File: src/rtl/int_res_mem_ctrl.sv
// Two-bank memory controller. It stores 16-bit saturated SINGLE words or
// 32-bit DOUBLE words that span both banks at the same row. Writes win a
// bank conflict, and reads complete with a fixed two-cycle latency.
module int_res_mem_ctrl #(
  parameter int ADDR_W  = 13,
  parameter int DATA_W  = 32,
  parameter int BANK_W  = 16,
  parameter int BANK_AW = 12
) (
  input  logic               clk,
  input  logic               rst,
  input  logic               wr_en,
  input  logic [ADDR_W-1:0]  wr_addr,
  input  logic [DATA_W-1:0]  wr_data,
  input  logic               wr_width,
  input  logic               rd_en,
  input  logic [ADDR_W-1:0]  rd_addr,
  input  logic               rd_width,
  output logic               rd_ready,
  output logic [DATA_W-1:0]  rd_data,
  output logic               rd_valid,
  output logic               err_misaligned,
  output logic               bank0_en,
  output logic               bank0_wen,
  output logic [BANK_AW-1:0] bank0_addr,
  output logic [BANK_W-1:0]  bank0_wdata,
  input  logic [BANK_W-1:0]  bank0_rdata,
  output logic               bank1_en,
  output logic               bank1_wen,
  output logic [BANK_AW-1:0] bank1_addr,
  output logic [BANK_W-1:0]  bank1_wdata,
  input  logic [BANK_W-1:0]  bank1_rdata
);

  logic               wr_mis, wr_b0, wr_b1;
  logic               rd_b0, rd_b1, rd_go, conflict;
  logic [BANK_AW-1:0] wr_row, rd_row;
  logic [BANK_W-1:0]  wr_sat, wr_lo, wr_hi, rd_sel;

  // in-flight read pipeline: stage 1 tracks the bank access cycle
  logic               p_valid, p_dbl, p_sel, p_mis;
  logic               rd_valid_q, err_q;
  logic [DATA_W-1:0]  rd_data_q;

  assign wr_row = wr_addr[ADDR_W-1:1];
  assign rd_row = rd_addr[ADDR_W-1:1];

  // A misaligned DOUBLE touches no bank, so it can never conflict.
  assign wr_mis   = wr_en & wr_width & wr_addr[0];
  assign wr_b0    = ~rst & wr_en & ~wr_addr[0];
  assign wr_b1    = ~rst & wr_en & (wr_width ? ~wr_addr[0] : wr_addr[0]);
  assign rd_b0    = rd_en & ~rd_addr[0];
  assign rd_b1    = rd_en & (rd_width ? ~rd_addr[0] : rd_addr[0]);
  assign conflict = (wr_b0 & rd_b0) | (wr_b1 & rd_b1);
  assign rd_go    = ~rst & rd_en & ~conflict;
  assign rd_ready = rd_go;

  // clamp SINGLE write data to the signed bank-word range
  always_comb begin
    wr_sat = wr_data[BANK_W-1:0];
    if (wr_data[DATA_W-1:BANK_W-1] != {(DATA_W-BANK_W+1){wr_data[DATA_W-1]}})
      wr_sat = wr_data[DATA_W-1] ? {1'b1, {(BANK_W-1){1'b0}}}
                                 : {1'b0, {(BANK_W-1){1'b1}}};
  end

  assign wr_lo = wr_width ? wr_data[BANK_W-1:0] : wr_sat;
  assign wr_hi = wr_width ? wr_data[DATA_W-1:BANK_W] : wr_sat;

  // combinational bank strobes; an unused bank is driven all-zero
  always_comb begin
    bank0_en    = wr_b0 | (rd_go & rd_b0);
    bank0_wen   = wr_b0;
    bank0_addr  = '0;
    bank0_wdata = '0;
    if (wr_b0) begin
      bank0_addr  = wr_row;
      bank0_wdata = wr_lo;
    end else if (rd_go & rd_b0) begin
      bank0_addr  = rd_row;
    end
    bank1_en    = wr_b1 | (rd_go & rd_b1);
    bank1_wen   = wr_b1;
    bank1_addr  = '0;
    bank1_wdata = '0;
    if (wr_b1) begin
      bank1_addr  = wr_row;
      bank1_wdata = wr_hi;
    end else if (rd_go & rd_b1) begin
      bank1_addr  = rd_row;
    end
  end

  assign rd_sel = p_sel ? bank1_rdata : bank0_rdata;

  // read pipeline, result register and sticky misalignment flag
  always_ff @(posedge clk) begin
    if (rst) begin
      p_valid    <= 1'b0;
      p_dbl      <= 1'b0;
      p_sel      <= 1'b0;
      p_mis      <= 1'b0;
      rd_valid_q <= 1'b0;
      rd_data_q  <= '0;
      err_q      <= 1'b0;
    end else begin
      p_valid    <= rd_go;
      p_dbl      <= rd_width;
      p_sel      <= rd_addr[0];
      p_mis      <= rd_width & rd_addr[0];
      rd_valid_q <= p_valid;
      if (p_valid) begin
        if (p_mis)
          rd_data_q <= '0;
        else if (p_dbl)
          rd_data_q <= {bank1_rdata, bank0_rdata};
        else
          rd_data_q <= {{(DATA_W-BANK_W){rd_sel[BANK_W-1]}}, rd_sel};
      end
      if (wr_mis | (rd_go & rd_width & rd_addr[0]))
        err_q <= 1'b1;
    end
  end

  // Outputs read as zero for the whole reset cycle, including the one
  // before the first reset edge.
  assign rd_valid       = rd_valid_q & ~rst;
  assign rd_data        = rst ? '0 : rd_data_q;
  assign err_misaligned = err_q & ~rst;

endmodule
File: config.mk
export PLATFORM = sky130hd
export DESIGN_NAME = int_res_mem_ctrl
export DESIGN_NICKNAME = d
export VERILOG_FILES = /design/src/rtl/int_res_mem_ctrl.sv
export SDC_FILE = /design/constraint.sdc
export NUM_CORES = 1
export LEC_CHECK = 0
export ABC_AREA = 1
export CELL_PAD_IN_SITES_DETAIL_PLACEMENT = 0
export CELL_PAD_IN_SITES_GLOBAL_PLACEMENT = 2
export CORE_UTILIZATION = 16
export CTS_CLUSTER_DIAMETER = 120
export DETAILED_ROUTE_END_ITERATION = 12
export GPL_TIMING_DRIVEN = 0
export PLACE_DENSITY_LB_ADDON = 0.1
export SYNTH_ARGS = -nofsm -noshare
export SYNTH_HDL_FRONTEND = slang
export SYNTH_SLANG_ARGS = --single-unit
File: constraint.sdc
create_clock -name clk -period 1.8 [get_ports clk]
set_clock_uncertainty 0.15 [all_clocks]
set_input_delay 0.18 -clock clk [delete_from_list [all_inputs] [get_ports clk]]
set_output_delay 0.18 -clock clk [all_outputs]
set_load 0.02 [all_outputs]
After elaboration in Yosys (flattened, before gate mapping)
Index checks and enable logic that the tools add are counted.

Equality and inequality tests: 1. Bitwise gates (word level): 26. $add $sub $neg: 0. Div/mod/pow operators: 0. Muxes and demuxes: 16. $mul: 0. Shift-type cells: 0. $lt $le $gt $ge: 0. Reductions and logical operators: 0.

Operators by type and width (count): $mux 16 (7); $mux 32 (3); $mux 12 (4); $and 1x1->1 (18); $ne 16x16->1 (1); $not 1->1 (4); $or 1x1->1 (4); $mux 1 (2).

Word-level logic and storage cells: 50. Latch bits: 0. Bits of input ports: 96. Output and inout bits: 95. Bits in read-only memories: 0. Memories kept: 0. Register bits: 38. Bits in writable memories: 0.

Logic depth before layout (Yosys ltp)
Gate-level depths: netlist (run 1).

Depth after elaboration: 10. Gate-level depth with buffers: 10. Gate-level depth less buffers: 9.

Worst setup path before layout (run 1)
No wires, ideal clock.

Kind: in2out. Start point: in wr_en. End point: out bank0_wdata[10]. Buffers on the path: 1. Slack: -3 ps. Cell stages on the path: 7. Data arrival time: 1473 ps. Required time: 1470 ps. Path through: inv_1 -> nor2_1 -> inv_1 -> nor2_2 -> clkbuf_1 -> o21ai_0 -> a21oi_1.

Longest elaborated chain between the ends: 3.

RTL lines: from (decl) (RTL line 12) `input logic wr_en,`; $and 1x1->1 (2 in series) (RTL line 50) `assign wr_b0 = ~rst & wr_en & ~wr_addr[0];`; net bank0_wen (RTL line 24) `output logic bank0_wen,`; $mux 16 (RTL line 75) `if (wr_b0) begin`; to (decl) (RTL line 26) `output logic [BANK_W-1:0] bank0_wdata,`.

The timed path passes the listed nets, and every way through them passes these cells.

Worst setup path after layout (run 1)
Start point: in wr_data[31]. End point: out bank0_wdata[9].

Longest elaborated chain between the ends: 4. Elaborated cells between the ends (all ways): 5. Classes of those cells: 1 x eq/ne; 4 x mux.

RTL lines: from (decl) (RTL line 14) `input logic [DATA_W-1:0] wr_data,`; $ne 16x16->1 / $mux 16 (equally long branches) (RTL line 61, 62); $mux 16 (*) (RTL line 61) `if (wr_data[DATA_W-1:BANK_W-1] != {(DATA_W-BANK_W+1){wr_data[DATA_W-1]}})`; $mux 16 (*) (RTL line 66) `assign wr_lo = wr_width ? wr_data[BANK_W-1:0] : wr_sat;`; $mux 16 (*) (RTL line 75).

Mark *: on every way between the ends. The rest lies on a longest branch, timed or not.

==> results.md, run 1 <==
- The core region area is around 17000 um2.
- The worst hold path was traced through 3 stages.
- The endpoint arrival time on the critical path is about 1.5 ns.
- The delay of the slowest cell on the worst path is 0.22 ns.
- The startpoint class of the critical path is an input port.
- The overall power of the completed layout is 2.72 mW.
- The worst path needs 1.79 ns of the cycle, external delays included.
- IR analysis of the VDD net gives a maximum drop of 0.000333 V.
- Data on the critical path is required at its endpoint by 1.47 ns.
- The fraction of post-synthesis cell area in the top cell type by area is 27.4%.
- The path class of the lowest-slack min-delay path is input port to flip-flop.
- In this run the static leakage power is 2.61 nW.
- In the final layout, the share of cells above drive strength 1 is 28.3%.
- Net switching is 31.7% of the power.
- Global routing consumed, over all layers together, 15.1% of the routing resources.
- The post-detailed-route via-to-cell ratio is between 4 and 5.
- In this run the tightest slew margin relative to its limit is 58.7%.
- The total net switching power is 0.861 mW.
- The Yosys step of the flow raised 0 warnings.
- The final global-route overflow total is 0.
- The cell area reported after detailed placement is 4960 um2.
- The number of cells on the worst reg-to-reg path is 6.
- The final total negative setup slack is 0 ns.
- The most common cell in the synthesized netlist is inv_1.
- The clock network is responsible for 32.3% of the overall power.
- In this run the cell area of the synthesized design comes to 2780 um2.
- The number of enable flip-flop cells after synthesis is 0.
- The detail route stage leaves a number of antenna-violating nets equal to 0.
- The first-pass GRT wire length is 21.3 mm.
- The cell family contributing the most delay on the critical path is simple AND/OR/NAND/NOR gates.
- By area the synthesized netlist is led by dfxtp_1, inv_1, nor2_1, a21oi_1, o21ai_0.
- Counting buffers and inverters, the worst setup path is 11 cells deep.
- For this run, the detailed router's first-pass iteration total came to 4.
- The cell type contributing the most total cell area after synthesis is dfxtp_1.
- The post-detailed-route DRC marker count is 0.
- The CTS tree is yes.
- Counting along the longest clock path gives a buffer depth of 2.
- The first routing iteration left 121 violations.
- The final weighted congestion in routability-driven placement is 0.800.
- The commonest cells after synthesis are inv_1, nor2_1, nand2_1, a21oi_1, o21ai_0.
- The element type at the critical path end is an output pin.
- The final worst-path cycle share is 99.4%.
- The cell type of the slowest stage on the worst timing path is or2_1.
- The effective utilization at floorplan is 16.6%.
- Synthesis instantiated 26 different standard cells from the library.
- The routed length per placed instance is 14.8 um.
- Setup repair after global routing could not meet its margin everywhere.
- The commonest register cell after synthesis is dfxtp_1.
- The number of pins exceeding their max-slew limit in the final report is 0.
- Setup violations remaining at the end of the flow were counted as 0.
- After synthesis, the mean cell area works out to 5.80 um2.
- The clock reaches the later pin of the worst-skew pair after between 0.2 and 0.3 ns.
- The category of the most critical setup path is input port to output pin.
- The number of global-route vias before repair is 4017.
- 191 I/O pins were placed.
- The share of total power in combinational logic is 34.7%.
- After clock tree synthesis, the clock-pin slew on the worst setup and hold paths is 0.05 ns.
- Cell internal power was estimated by the tool at 1.86 mW.
- The finished cells cover 5510 um2.
- The number of rows in the core area is 47.
- The most numerous cell type found on the critical path is nand2_4.
- At the pin with the least slew margin, the transition time is 0.619 ns.
- The number of clock sinks is 38.
- The area growth from synthesis to layout is 98.4%.
- The maximum level of the CTS H-tree is 2.
- The root buffer cell chosen for the clock tree is clkbuf_16.
- Detailed placement finished with a half-perimeter wire length of 10.3 mm.
- The die outline height is 134 um.
- The die area is 17900 um2.
- The worst path buffer plus inverter count is 3.
- The hold violation count in the final report was 0.
- Once routing completed, OpenROAD measured the worst setup slack at between 0.01 and 0.015 ns.
- The initial antenna violation count was 0.
- Registers are responsible for 33.0% of the overall power.
- The number of instances in the synthesized netlist is between 400 and 500.
- The via total after detailed routing is 3905.
- When the netlist entered floorplanning its net count stood at 576.
- The repair_antennas step left the layout with diodes totalling 0.
- For this block, the routed nets add up to 13.6 mm of wire.
- In the synthesized netlist the async set-or-reset flop fraction comes to 0%.
- The utilization of the core after routing is 32.9%.
- Entering global routing, the biggest net connects 11 pins.
- The number of nets in the layout is approximately 800.
- The run finished with clean final reports.
- Buffers inserted during clock tree synthesis total 5.
- The total power per unit cell area is between 400 and 500 nW/um2.
- After synthesis the netlist holds a flip-flop and latch count of 38.
- The quantity of I/O buffers inserted on ports is 190.
- The critical path goes through buf_12 > or2_1 > nor2_1 > nand2_1 > nand2_4 > nand2_4 > nand2_8 > buf_8 > nand2_2 > a21oi_2 > buf_4.
- The sequential area share after synthesis is 27.4%.
- The setup slack at placement is -1.30 ns.
- Of all nets on the critical path, the largest fanout is 7.
- The floorplan die width is 134 um.
- Max-cap violations in this run came to 0.
- The maximum clock frequency is 0.559 GHz.
[path summary, 6_finish.rpt]
check	slack, ns	to	start
max	0.01	bank0_wdata[9]	wr_data[31]
min	0.06	err_q$_SDFFE_PP0P_	rd_addr[0]
max reg2reg	0.19	rd_data_q[14]$_SDFFE_PP0P_	p_dbl$_SDFF_PP0_
min reg2reg	0.37	rd_data_q[8]$_SDFFE_PP0P_	rd_data_q[8]$_SDFFE_PP0P_
[power groups by stage]
stage | combinational [mW] | clock, mW | sequential (mW)
after floorplan | 0.387 | 0 | 0.912
after global placement | 0.888 | 0 | 0.914
after detailed placement | 0.885 | 0 | 0.915
after CTS | 0.926 | 0.915 | 0.896
after global routing | 1.03 | 0.947 | 0.900
final | 0.944 | 0.878 | 0.896
[metrics by stage]
stage	cells	hold slack, ns
2_1_floorplan	479	0.114
3_3_place_gp	889	0.356
3_5_place_dp	889	0.364
4_1_cts	919	0.0697
5_1_grt	919	0.0809
6_report	919	0.0634
[layout by cell type, fill, tap and decap left out, types with 2 or more instances in the layout]
cell type / synthesis / layout
nand2_4: 2 / 6
nand2_2: 5 / 9
nand3_1: 18 / 18
nor2_4: 0 / 4
o21ai_1: 0 / 2
clkbuf_1: 18 / 8
dlygate4sd2_1: 0 / 21
dlymetal6s2s_1: 0 / 8
a21oi_1: 49 / 31
or2_1: 2 / 2
nand2_1: 64 / 55
clkdlybuf4s50_1: 0 / 80
clkdlybuf4s15_2: 0 / 5
nand3b_1: 2 / 2
dfxtp_1: 38 / 38
nor2_1: 80 / 76
o22ai_2: 0 / 17
clkbuf_4: 0 / 5
buf_4: 1 / 56
o21ai_0: 48 / 46
and3_1: 2 / 2
a21oi_2: 1 / 16
inv_1: 90 / 84
o22ai_4: 0 / 2
inv_2: 0 / 5
buf_2: 8 / 27
a21oi_4: 0 / 3
buf_6: 0 / 21
o31ai_1: 15 / 15
nor3_2: 0 / 2
clkbuf_16: 0 / 5
nand4_1: 3 / 3
clkbuf_2: 0 / 7
o22ai_1: 24 / 5
[routing by layer]
layer / wire, um / vias up / GRT usage (%)
met1: 5900 / 1780 / 17.7
li1: - / 1980 / -
met3: 970 / 15 / 4.15
met5: 0 / - / 0
met2: 6520 / 130 / 26.8
met4: 193 / 0 / 4.04
[final cells by class]
type	count	area (um2)
multi-input combinational	320	1870
inverter	91	344
sequential	38	761
buffer	29	180
fill	1885	11200
clock buffer	6	139
tap	220	275
timing repair buffer	215	1940
[tightest hold or removal path, cell delays in order]
cell and delay (ns):
buf_2 0.13, nand4_1 0.09, a21oi_1 0.05
[repair_timing]
item,in CTS,in global routing
endpoints found under the setup margin,110,71
hold buffers,1,0
cloned,3,0
pin swaps,39,13
resized for setup,459,59
hold endpoints to repair,1,0
buffers inserted,22,0
[cells by family after synthesis]
| group | synth area share (%) |
|---|---|
| flops | 27.4 |
| compound gates | 27.3 |
| xor+xnor | 0.315 |
| fa+ha+maj | 0.450 |
| buf+inv | 17.3 |
| simple gates | 27.3 |
[registers in the layout, summed over array words and instances, names as in the netlist]
register	cells
rd_data_q	32
err_q	1
p_dbl	1
p_mis	1
p_sel	1
p_valid	1
rd_valid_q	1
Power figures use the tool's default switching activity.
==> run 2, diff against run 1 <==
- CAP_MARGIN: not set -> 25
- CORE_MARGIN: not set -> 2
==> run 2 against run 1 <==
Net effect: cell count up 0.65%; clock-buffer cell count up 1; total power up 3.4%; final area up 5.7%; die area up 3.0%.
==> results.md, run 2 (synthesized netlist as in run 1, its figures left out) <==
- For this design the ratio of total power to cell area is 482 nW/um2.
- For this run, the share of the core covered by cells in the final layout is 34.0%.
- Buffers placed on the I/O ports in this run total 190.
- The post-DP HPWL is 10.3 mm.
- The largest fanout on the critical path is 7.
- The path class of the lowest-slack min-delay path is input port to flip-flop.
- The register with the most flip-flops in the layout has 32 of them.
- The first global-routing pass estimated 20.4 mm of wire.
- The clock tree synthesis step divided the H-tree into 2 levels.
- The worst hold path terminates at err_q$_SDFFE_PP0P_.
- The worst supply voltage drop on vdd is 0.000330 V.
- The number of pins exceeding their max-slew limit in the final report came to 0.
- In this run the register-to-register setup slack is between 0.1 and 0.15 ns.
- The total global-route track usage is between 10 and 15%.
- Headroom to the max-slew limit came out at 39.7%.
- The run finished with clean final reports.
- The clock input transition at the sequential cells of the worst setup and hold paths is roughly 0.06 ns.
- Derived from the worst setup path, the maximum achievable clock frequency is 0.556 GHz.
- The die outline height is around 140 um.
- Dividing the detail-routed via count by the number of cells gives 4.20.
- 191 I/O pins were placed.
- Clock latency on the worst-skew pair, taken at its later pin, is 0.28 ns.
- The critical register-to-register path startpoint is p_dbl$_SDFF_PP0_.
- The number of cells on the worst reg-to-reg path is 6.
- In the routed design, unresolved DRC markers number 0.
- The final global-route overflow total is 0.
- Data on the critical path is required at its endpoint by approximately 1.5 ns.
- The violation count after the first detailed-routing iteration is 82.
- Setup repair after global routing could not meet its margin everywhere.
- STA puts the critical path data arrival time at roughly 1.5 ns.
- The final setup slack of the worst path is 0.000822 ns.
- The time the worst path needs with I/O delays and setup is roughly 1.8 ns.
- The startpoint class of the critical path is an input port.
- The number of rows in the core area is 48.
- The initial antenna violation count is 0.
- The count of endpoints failing setup in the final report is 0.
- The hold-critical path depth is 3.
- The hold violation count in the final report came to 0.
- The core region is about 17000 um2.
- The pin count of the biggest net entering global routing is 12.
- The die covers between 15000 and 20000 um2.
- The routed length per placed instance is between 10 and 15 um.
- The register with the most flip-flops is rd_data_q.
- TritonCTS built the clock tree.
- The worst hold path begins at rd_addr[0].
- The number of buffers inserted during clock tree synthesis is 5.
- The number of global-route vias before repair came to 3824.
- The number of clock sinks is 38.
- The repair_antennas step left the layout with diodes totalling 0.
- The setup slack at placement is -1.30 ns.
- The element type at the critical path end is an output pin.
- In this run the remaining antenna-violating nets after routing total 0.
- The root buffer cell chosen for the clock tree is clkbuf_16.
- Across the run, the number of max-cap violations was 0.
- The via total after detailed routing is 3883.
- For this configuration, the core starts out at a cell density of 16.2%.
- The post-detailed-routing wire length is 13.7 mm.
- The share of cells above drive strength 1 is between 20% and 30%.
- The analysis attributes to cell leakage a power of 2.57 nW.
- The first detailed-routing pass took 4 iterations.
- The number of nets in the layout is around 800.
- The pin slew with the least headroom to its limit is 0.904 ns.
- The endpoint identified for the worst register-to-register timing path is rd_data_q[12]$_SDFFE_PP0P_.
- Leaving out fill and tap cells, the most frequent cell in the layout is inv_1.
- In the layout the commonest cells are inv_1, clkdlybuf4s50_1, nor2_1, nand2_1, o21ai_0.
- The layout overhead on the synthesized area is 110%.
- The final worst-path cycle share is 100%.
- The final weighted congestion in routability-driven placement is 0.718.
- The largest buffer count on any clock path is 2.
- From left edge to right edge, the die measures 136 um.
- The worst setup path is of the input port to output pin kind.
==> run 2: changes by cell type in the layout (fill, tap and decap cells not counted), moves of 6 or more <==
| cell | change |
|---|---|
| buf_6 | +20 |
| buf_4 | -15 |
| buf_2 | -8 |
| a21oi_1 | -7 |
| dlymetal6s2s_1 | -7 |
| dlygate4sd2_1 | +6 |
| nand2_2 | -6 |
==> run 2: area by class of cell <==
class | count | area [um2]
fill | 1901 | 11300
clock buffer | 7 | 143
sequential | 38 | 761
inverter | 91 | 347
buffer | 30 | 199
multi-input combinational | 320 | 2080
tap | 225 | 282
timing repair buffer | 213 | 2010
clock inverter | 1 | 5.00
==> run 2: worst max-delay path: stages <==
cell             delay, ns
clkdlybuf4s15_1       0.21
nand3_1               0.07
nand3b_1              0.20
nand2_4               0.12
nand2_4               0.07
nand2_8               0.10
buf_16                0.16
nand2_4               0.07
a21oi_2               0.13
buf_4                 0.16
==> run 2: timing repair <==
item                       in CTS  in global routing
cloned                          3                  0
setup buffers                  15                  3
pin swaps                      39                 19
hold endpoints to repair        1                  1
setup endpoints to repair     109                 84
resized for setup             467                121
hold buffers                    1                  1
==> run 2: routing by layer <==
layer	vias up	global-route usage [%]	share of wire, %
met4	0	3.53	1.1
met3	8	4.75	8.8
li1	1982	-	-
met1	1759	17.5	43
met5	-	0	0
met2	134	24.1	47
==> run 2: how the worst max path moves through the flow <==
| stage | start | to |
|---|---|---|
| floorplan | wr_data[15] | bank0_wdata[10] |
| global placement | rst | bank0_addr[2] |
| detailed placement | rst | bank0_addr[3] |
| CTS | wr_data[23] | bank1_wdata[7] |
| global route | wr_data[30] | bank0_wdata[14] |
| finish | wr_data[28] | bank0_wdata[14] |
==> run 2: per-stage QoR <==
step / setup TNS, ns / hold slack (ns) / cells / power (mW) / instance area [um2]
6_report: 0 / 0.0439 / 925 / 2.81 / 5830
3_5_place_dp: -103.14 / 0.360 / 894 / 1.80 / 4960
3_3_place_gp: -102.91 / 0.353 / 894 / 1.81 / 4960
5_1_grt: -2.25 / 0.0762 / 925 / 2.97 / 5830
4_1_cts: -0.0215 / 0.0595 / 921 / 2.77 / 5370
2_1_floorplan: 0 / 0.114 / 479 / 1.30 / 2780
==> run 2: power by group <==
group	switching, mW	internal (mW)
clock network	0.354	0.550
registers	0.0109	0.886
logic	0.539	0.470
==> edit 1 (settings of run 2) <==
Register the output `err_misaligned`, with the module's reset; this adds one clock of latency there. The other outputs are not delayed to match.
--- a/src/rtl/int_res_mem_ctrl.sv
+++ b/src/rtl/int_res_mem_ctrl.sv
@@ -125,6 +125,12 @@
   // before the first reset edge.
   assign rd_valid       = rd_valid_q & ~rst;
   assign rd_data        = rst ? '0 : rd_data_q;
-  assign err_misaligned = err_q & ~rst;
+  always_ff @(posedge clk) begin
+    if (rst) begin
+      err_misaligned <= '0;
+    end else begin
+      err_misaligned <= err_q & ~rst;
+    end
+  end
 
 endmodule
Formal check against the unedited RTL: not equivalent (Yosys sat finds a counterexample within 4 cycles, from zero or initial values and one cycle with rst high).
==> edit 1 against run 2 <==
Count of clock-buffer cells in the layout fell by 1. Wire length did not move. Design area fell by 1.7%. Die area rose by 0.66%. Global-route usage barely moved. Synthesized area rose by 0.68%. Total power rose by 5.4%. Worst setup slack improved by 0.021 ns. Synthesized cell count rose by 0.21%. Non-clock buffer count fell by 1. Sequential cell count rose by 1. Largest cell class unchanged.
==> edit 1: results <==
[outcome]
status = "finished clean"

[hold_path]
min_to = "rd_valid_q"
min_path_cells = 2

[critical_path]
critPathArrivalTime_ns = 1.45
r2r_slack_ns = 0.14
r2r_start = "p_sel"

[cts]
cts_resized = 443
clkSinkCount = 39

[power_and_ir_drop]
power_density_nw_per_um2 = 517
ir_worst_vdd_mv = 0.310
p_leak_uw = 0.00263
swShare_pct = 30.6

[cells_and_area]
nClkBuffers = 6
n_all_buffers = 242
nFillCells = 1902
drive_gt1_share_pct = 29.6
multi_input_area_share_pct = 34.6

[placed_design]
hpwlAfterDp_mm = 10.3
placedInstanceArea_um2 = 4980
place_ws_ns = -1.28
place.gp.congestion = 0.769

[logic_synthesis]
yosysSeqAreaShare_pct = 27.9

[sta]
tightest_slew_ns = 0.835
fin_hold_ws_ns = 0.0211

[drt]
dr_total_vias = 3864
drt_iter0_drc = 185

[global_routing]
grt_pass1_wl_mm = 20.8
track_usage_pct = 14.3
grt_max_degree = 16
-- edit 1: worst max path at each step --
stage / to / slack [ns] / cells after the start / startpoint
CTS: bank0_wdata[6] / 0.003 / 11 / wr_data[31]
global placement: bank0_addr[4] / -1.29 / 8 / rst
finish: bank1_wdata[7] / 0.02 / 10 / wr_data[21]
floorplan: bank0_wdata[10] / 0.14 / 9 / wr_data[15]
global route: bank1_wdata[13] / -0.06 / 11 / wr_data[15]
detailed placement: bank0_addr[4] / -1.28 / 8 / rst
-- edit 1: layer usage --
metal	routed length, µm	track usage, %	vias to the layer above	share of wire [%]
met2	6360	23.8	124	46
li1	-	-	1978	-
met1	6100	18.3	1749	44
met5	0	0	-	0
met3	1100	4.18	13	8.0
met4	161	3.07	0	1.2
-- edit 1: cell families after synthesis --
logic type | share of synthesized area, %
AO/OA/AOI/OAI | 27.1
XOR/XNOR | 0.313
adder cells (fa/ha/maj) | 0.447
buffers and inverters | 17.1
flip-flops | 27.9
AND/OR/NAND/NOR | 27.2
==> edit 2 (settings of run 2) <==
Without the edit above. Make the reset (`rst`) asynchronous in one clocked block.
--- a/src/rtl/int_res_mem_ctrl.sv
+++ b/src/rtl/int_res_mem_ctrl.sv
@@ -93,7 +93,7 @@
   assign rd_sel = p_sel ? bank1_rdata : bank0_rdata;
 
   // read pipeline, result register and sticky misalignment flag
-  always_ff @(posedge clk) begin
+  always_ff @(posedge clk or posedge rst) begin
     if (rst) begin
       p_valid    <= 1'b0;
       p_dbl      <= 1'b0;
Check against the original RTL: no difference found for any inputs over 10 cycles, from zero or initial values and one cycle with rst high; that may be too few to reach the edited logic, so the function may still have changed.
==> edit 2 against run 2 <==
The flow now finishes with violations (negative setup slack). Design area grew 2.9%. Final cell count shrank 1.2%. Fmax is essentially flat. Sequential share of layout area grew 2.8 points. Sequential cell count is the same. Total power grew 15%. Worst setup slack lost 0.0012 ns. Synthesized area grew 4.5%. Critical path depth is the same. Wire length grew 4.7%. Largest power group unchanged. Highest routed layer unchanged.
==> edit 2: results <==
[sta]
fin_tns_setup_ns = -0.000369
fin_ws_ns = -0.000369
tightest_slew_ns = 0.848
finalSetupViolations = 1
fin_hold_ws_ns = 0.0411

[outcome]
status = "complete, but fails checks"
violations = "negative setup slack"

[logic_synthesis]
ys.flop_type = "dfrtp_1"
synthTopCellsByCount = "nor2_1 (77), inv_1 (74), o21ai_0 (55)"
post_synth_num_cell_types = 27
synthAdderAreaFrac_pct = 0.431
syn-num-nets = 551
synth-compound-area-share_pct = 27.0

[global_routing]
grt_max_degree = 39
grt_pass1_wl_mm = 22.7
grt_pass1_vias = 4113

[placed_design]
io_buffers = 189
place_ws_ns = -1.13
hpwlAfterDp_mm = 10.7

[power_and_ir_drop]
ir_worst_vdd_mv = 0.336
swShare_pct = 33.7

[critical_path]
r2r_slack_ns = 0.13
r2r_start = "p_sel"
cp-endpoint = "bank1_wdata[9]"
cp-startpoint = "wr_data[21]"

[cells_and_area]
drive_gt1_share_pct = 33.9
nFillCells = 1980

[drt]
drt_iter0_drc = 98
[edit 2: cell count changes in the layout (fill, tap and decap cells not counted), sizes merged, moves of 15 or more]
cell           change
o31ai             -15
dfxtp             -38
dfrtp             +38
inv               -16
clkdlybuf4s50     +23
o32ai             +15
dlygate4sd2       -22
[edit 2: worst min path at each step]
| stage | startpoint | end | depth (start not counted) |
|---|---|---|---|
| 3_5_place_dp | p_valid | rd_valid_q | 0 |
| 5_1_grt | rd_width | p_mis | 2 |
| 6_report | rd_width | p_mis | 2 |
| 3_3_place_gp | p_valid | rd_valid_q | 0 |
| 4_1_cts | rd_width | p_mis | 2 |
| 2_1_floorplan | rd_width | p_dbl | 0 |
[edit 2: worst max-delay path, cell delays in order]
cell,delay (ns)
clkdlybuf4s15_2,0.21
nand3_2,0.08
nand3b_1,0.20
nand2_4,0.12
buf_6,0.12
buf_6,0.14
nand3_2,0.10
nand2_4,0.08
a21oi_1,0.06
buf_4,0.19
[edit 2: layout make-up]
class | instances | area share (%)
flip-flops and latches | 38 | 15.9
inverters | 76 | 4.82
well taps | 229 | 4.78
repair buffers | 224 | 34.4
clock inverters | 1 | 0.0835
multi-input cells | 307 | 33.5
plain buffers | 32 | 4.22
clock buffers | 7 | 2.38
[edit 2: metal layers]
metal | global-route usage, % | vias to the layer above | wire length, µm
li1 | - | 1938 | -
met1 | 19.1 | 1793 | 6330
met3 | 4.42 | 12 | 1150
met4 | 2.45 | 0 | 146
met2 | 24.1 | 146 | 6730
met5 | 0 | - | 0
[edit 2: repair_timing]
item                       4_1_cts  5_1_grt
hold endpoints to repair         2        1
resized for setup              453      132
setup buffers                   25        2
gates cloned                     5        0
setup endpoints to repair      110       89
pin swaps                       36       30
hold buffers                     2        1
[edit 2: cell families (layout without fill, tap and decap cells)]
family / after synthesis / count (layout)
DFF: 38 / 38
AOI/OAI and AO/OA: 139 / 139
and+or+nand+nor: 167 / 167
buffers and inverters: 109 / 340
adders and majority gates: 1 / 1
[edit 2: power groups by stage]
stage | Combinational [µW] | Clock (µW) | Sequential, µW
6_report | 1360 | 877 | 1010
5_1_grt | 1480 | 950 | 1020
4_1_cts | 1290 | 914 | 1010
3_5_place_dp | 1230 | 0 | 1030
3_3_place_gp | 1230 | 0 | 1020
2_1_floorplan | 586 | 0 | 1020
[edit 2: through the flow]
stage / instances / util, %
floorplan: 454 / -
global placement: 872 / 28.4
finish: 914 / 33.5
CTS: 911 / 31.1
global route: 914 / 33.5
detailed placement: 872 / 28.4
